<file path="src/rtl/serial_subtractor.sv">
// serial_subtractor: bit-serial WIDTH-bit unsigned subtractor.
// One full-subtractor cell and a borrow flop process one operand bit per
// clock, LSB first. A job takes WIDTH RUN cycles; the result registers
// update only on the completing edge and done pulses for one cycle.
//
// Ports:
//   clk    - rising-edge clock
//   rst    - asynchronous active-high reset (aborts any job in flight)
//   start  - job request, sampled in IDLE and DONE
//   a, b   - minuend / subtrahend, captured when start is accepted
//   busy   - high while bits are being processed
//   done   - one-cycle pulse in the cycle diff/borrow hold a new result
//   diff   - registered (a - b) mod 2^WIDTH
//   borrow - registered final borrow, 1 iff a < b
module serial_subtractor #(
    parameter int WIDTH = 8
) (
    input  logic             clk,
    input  logic             rst,
    input  logic             start,
    input  logic [WIDTH-1:0] a,
    input  logic [WIDTH-1:0] b,
    output logic             busy,
    output logic             done,
    output logic [WIDTH-1:0] diff,
    output logic             borrow
);

    localparam int CW = $clog2(WIDTH + 1);
    localparam logic [CW-1:0] LAST = CW'(WIDTH - 1);

    typedef enum logic [1:0] {IDLE, RUN, DONE} state_t;

    state_t           state_q, state_d;
    logic [WIDTH-1:0] sa_q, sa_d;
    logic [WIDTH-1:0] sb_q, sb_d;
    logic             br_q, br_d;
    logic [CW-1:0]    cnt_q, cnt_d;
    // Holds the WIDTH-1 result bits produced before the final edge; the
    // final bit is prepended directly when the result is committed.
    logic [WIDTH-2:0] part_q, part_d;
    logic [WIDTH-1:0] diff_q, diff_d;
    logic             borrow_q, borrow_d;

    // Full-subtractor cell on the current LSBs.
    logic a0, b0, d_bit, bout;
    always_comb begin
        a0    = sa_q[0];
        b0    = sb_q[0];
        d_bit = a0 ^ b0 ^ br_q;
        bout  = (~a0 & b0) | (~(a0 ^ b0) & br_q);
    end

    always_comb begin
        state_d  = state_q;
        sa_d     = sa_q;
        sb_d     = sb_q;
        br_d     = br_q;
        cnt_d    = cnt_q;
        part_d   = part_q;
        diff_d   = diff_q;
        borrow_d = borrow_q;
        busy     = 1'b0;
        done     = 1'b0;

        case (state_q)
            IDLE: begin
                if (start) begin
                    sa_d    = a;
                    sb_d    = b;
                    br_d    = 1'b0;
                    cnt_d   = '0;
                    part_d  = '0;
                    state_d = RUN;
                end
            end
            RUN: begin
                busy   = 1'b1;
                sa_d   = sa_q >> 1;
                sb_d   = sb_q >> 1;
                br_d   = bout;
                cnt_d  = cnt_q + CW'(1);
                part_d = (WIDTH-1)'({d_bit, part_q} >> 1);
                if (cnt_q == LAST) begin
                    diff_d   = {d_bit, part_q};
                    borrow_d = bout;
                    state_d  = DONE;
                end
            end
            DONE: begin
                done = 1'b1;
                // Back-to-back: a new request is accepted straight from DONE.
                if (start) begin
                    sa_d    = a;
                    sb_d    = b;
                    br_d    = 1'b0;
                    cnt_d   = '0;
                    part_d  = '0;
                    state_d = RUN;
                end else begin
                    state_d = IDLE;
                end
            end
            default: state_d = IDLE;
        endcase
    end

    always_ff @(posedge clk or posedge rst) begin
        if (rst) begin
            state_q  <= IDLE;
            sa_q     <= '0;
            sb_q     <= '0;
            br_q     <= 1'b0;
            cnt_q    <= '0;
            part_q   <= '0;
            diff_q   <= '0;
            borrow_q <= 1'b0;
        end else begin
            state_q  <= state_d;
            sa_q     <= sa_d;
            sb_q     <= sb_d;
            br_q     <= br_d;
            cnt_q    <= cnt_d;
            part_q   <= part_d;
            diff_q   <= diff_d;
            borrow_q <= borrow_d;
        end
    end

    assign diff   = diff_q;
    assign borrow = borrow_q;

endmodule

</file>
<file path="config.mk">
export PLATFORM = sky130hd
export DESIGN_NAME = serial_subtractor
export DESIGN_NICKNAME = d
export VERILOG_FILES = /design/src/rtl/serial_subtractor.sv
export SDC_FILE = /design/constraint.sdc
export NUM_CORES = 1
export LEC_CHECK = 0
export ABC_AREA = 1
export CORE_ASPECT_RATIO = 1.75
export CORE_MARGIN = 4
export CORE_UTILIZATION = 48
export CTS_CLUSTER_DIAMETER = 60
export CTS_CLUSTER_SIZE = 10
export DETAILED_ROUTE_END_ITERATION = 8
export PLACE_DENSITY = 0.78
export SLEW_MARGIN = 25
export SYNTH_ARGS = -nofsm -noshare
export SYNTH_HDL_FRONTEND = slang
export SYNTH_SLANG_ARGS = --single-unit
export TNS_END_PERCENT = 1
</file>
<file path="constraint.sdc">
create_clock -name clk -period 2.3 [get_ports clk]
set_clock_uncertainty 0.15 [all_clocks]
set_input_delay 0.46 -clock clk [delete_from_list [all_inputs] [get_ports clk]]
set_output_delay 0.46 -clock clk [all_outputs]
set_load 0.03 [all_outputs]
</file>
==> qor.yml <==
outcome:
  status: "finished clean"
timing:
  relSlewSlack_pct: 68.9
  fmax_mhz: 461
  slew_violations: 0
  fin_crit_sh_pct: 94.3
  finalHoldViolCount: 0
  worst_slack_ns: 0.131
  max_slew.worst_pin.slew_ns: 0.466
  rsz0062_at_grt: "false"
  setup-tns-final_ns: 0
  fin_crit_ns: 2.17
  setup_violations: 0
min_path:
  hold_end: "diff[5]"
  hp-class: "flop to flop"
  hold_path_startpoint: "diff[5]"
  whs_path_depth: 2
floorplanning:
  rows: 29
  dieArea_mm2: 0.00482
  ios: 30
  initial_utilization_pct: 49.5
  die-width_um: 54.2
  core_area_mm2: 0.00363
  fp.dieH_um: 88.9
grt:
  grt_usage_pct: 15.4
  grt_pass1_wl_um: 5440
  grt_max_degree: 40
  gr-total-overflow: 0
  first_global_vias: 1295
  antenna_found_initial: 0
clock_tree:
  cts_setup_buffers: 0
  cts_buffers: 5
  clockBufferDepth: 2
  htreeDepth: 2
  root_buffer: "clkbuf_8"
  cts_tree: "done"
  ctsResizeCount: 0
  hold_buffers: 0
  clock_sinks: 39
  path_clk_slew_ns: 0.07
  clock_latency_ns: 0.29
setup_path:
  slowest_delay_ns: 0.67
  r2r_end: "diff[3]"
  critPathKind: "flop to output pin"
  cp_cell_sequence: "nand2_2 -> inv_2 -> clkdlybuf4s50_1"
  reg2reg_from: "cnt_q[0]"
  worstPathArrival_ns: 1.56
  start_kind: "flop"
  end_kind: "output pin"
  crit_fanout: 5
  crit_family: "buffers and inverters"
  reg2reg_slack_ns: 0.65
  required_ns: 1.69
  reg2reg_depth: 6
  cp_slowest_cell: "clkdlybuf4s50_1"
  crit_buf_inv: 2
drt:
  post-route-drc-count: 0
  wl_met2_um: 1520
  vias: 1308
  dr.pass1.iters: 2
  vias_per_cell: 4.77
  post_drt_wl_per_cell_um: 11.2
  drt_iter0_markers: 17
  wl_met1_um: 1340
  ant_nets: 0
  wl_met3_um: 125
  dr.max_layer_used: "met4"
  routed_wl_um: 3060
layout:
  diodes: 0
  fillers: 315
  drive_above_1_share_pct: 17.5
  final_cell_mix: "52 x nand2_1, 39 x dfrtp_1, 29 x clkdlybuf4s50_1"
  utilization_pct: 61.5
  nets: 248
  syn_to_final_growth_pct: 24.3
  regArea_um2: 976
  final_common_cell: "nand2_1"
  multiInputGateArea_um2: 628
power:
  p_int_w: 0.00194
  ir_drop_mv: 1.17
  p_switching_w: 0.00127
  leakage_nw: 1.06
  comb_power_share_pct: 47.0
  p_seq_share_pct: 34.8
  clkPwrFrac_pct: 18.2
  p_sw_share_pct: 39.5
  power_density_mw_per_mm2: 1440
placement:
  pre_cts_ws_ns: 0.414
  routabilityCongestion: 0.723
  post-dp-hpwl_um: 2210
  port-buffer-count: 29
synth:
  ys_seq_elements: 39
  syn_nets: 215
  synth_area_mm2: 0.00180
  synth_cell_types: 17
  postSynthAreaPerCell_um2: 9.26
  synthCells: 194
  synth_seq_area_share_pct: 54.4
  yosys_warnings: 0
run:
  maxCapViolations: 0
## final cells by class
cell class,instances,area share [%]
sequential,39,43.7
multi-input combinational,115,28.2
timing repair buffer,35,15.0
inverter,31,5.22
clock buffer,6,3.70
tap,46,2.58
clock inverter,2,1.57
## metrics by stage
| stage | area (µm²) | power [W] | instances | hold slack, ns |
|---|---|---|---|---|
| CTS | 2230 | 0.00326 | 274 | 0.344 |
| finish | 2230 | 0.00321 | 274 | 0.337 |
| detailed placement | 2110 | 0.00266 | 266 | 0.322 |
| global placement | 2110 | 0.00263 | 266 | 0.315 |
| floorplan | 1800 | 0.00228 | 194 | 0.292 |
| global route | 2230 | 0.00349 | 274 | 0.363 |
## Yosys cell counts
| master | number | area (µm²) |
|---|---|---|
| o21ai_2 | 9 | 78.8 |
| inv_1 | 27 | 101 |
| fa_1 | 1 | 20.0 |
| o21ai_1 | 25 | 125 |
| clkbuf_1 | 1 | 3.75 |
| nand3_1 | 4 | 20.0 |
| o22ai_2 | 8 | 100 |
| nor2_1 | 6 | 22.5 |
| ha_1 | 1 | 12.5 |
| dfrtp_1 | 39 | 976 |
| a21oi_2 | 1 | 8.76 |
| buf_6 | 5 | 56.3 |
| o21ai_0 | 4 | 20.0 |
| buf_2 | 3 | 15.0 |
| nand2_2 | 4 | 25.0 |
| inv_2 | 4 | 15.0 |
| nand2_1 | 52 | 195 |
## metal layers
metal	up-vias	GRT usage, %
met5	-	0
met4	0	8.16
met3	6	3.51
met2	20	25.0
met1	603	18.5
li1	679	-
## worst max-delay path by stage
stage,start,to,slack [ns],depth (start not counted)
finish,state_q[0],busy,0.13,3
global route,state_q[0],busy,0.03,3
CTS,state_q[0],busy,0.11,3
detailed placement,start,sb_q[1],0.41,6
global placement,start,cnt_q[2],0.43,6
floorplan,rst,borrow,0.80,1
## worst reg2reg max path, stage by stage (launching register included)
cell     delay, ns
dfrtp_1       0.42
ha_1          0.19
nand2_1       0.07
nor2_1        0.17
nand2_2       0.29
nand2_1       0.18
o21ai_2       0.06
## power groups by stage
stage	clock network [W]	registers [W]	logic [W]
finish	0.000582	0.00112	0.00151
global route	0.000631	0.00115	0.00170
CTS	0.000598	0.00112	0.00154
detailed placement	0	0.00113	0.00153
global placement	0	0.00112	0.00151
floorplan	0	0.00126	0.00103
## flip-flops by register name, summed over array words and instances (netlist names)
register  flops
state_q       2
br_q          1
sb_q          8
sa_q          8
cnt_q         4
borrow        1
diff          8
part_q        7
## kinds of logic (layout without fill, tap and decap cells)
kind of cell / count (synthesis) / count (layout) / synth area share, %
compound gates: 47 / 47 / 18.5
fa+ha+maj: 2 / 2 / 1.81
buf+inv: 40 / 74 / 10.7
flops: 39 / 39 / 54.4
simple gates: 66 / 66 / 14.6
(Power assumes the default switching activity.)
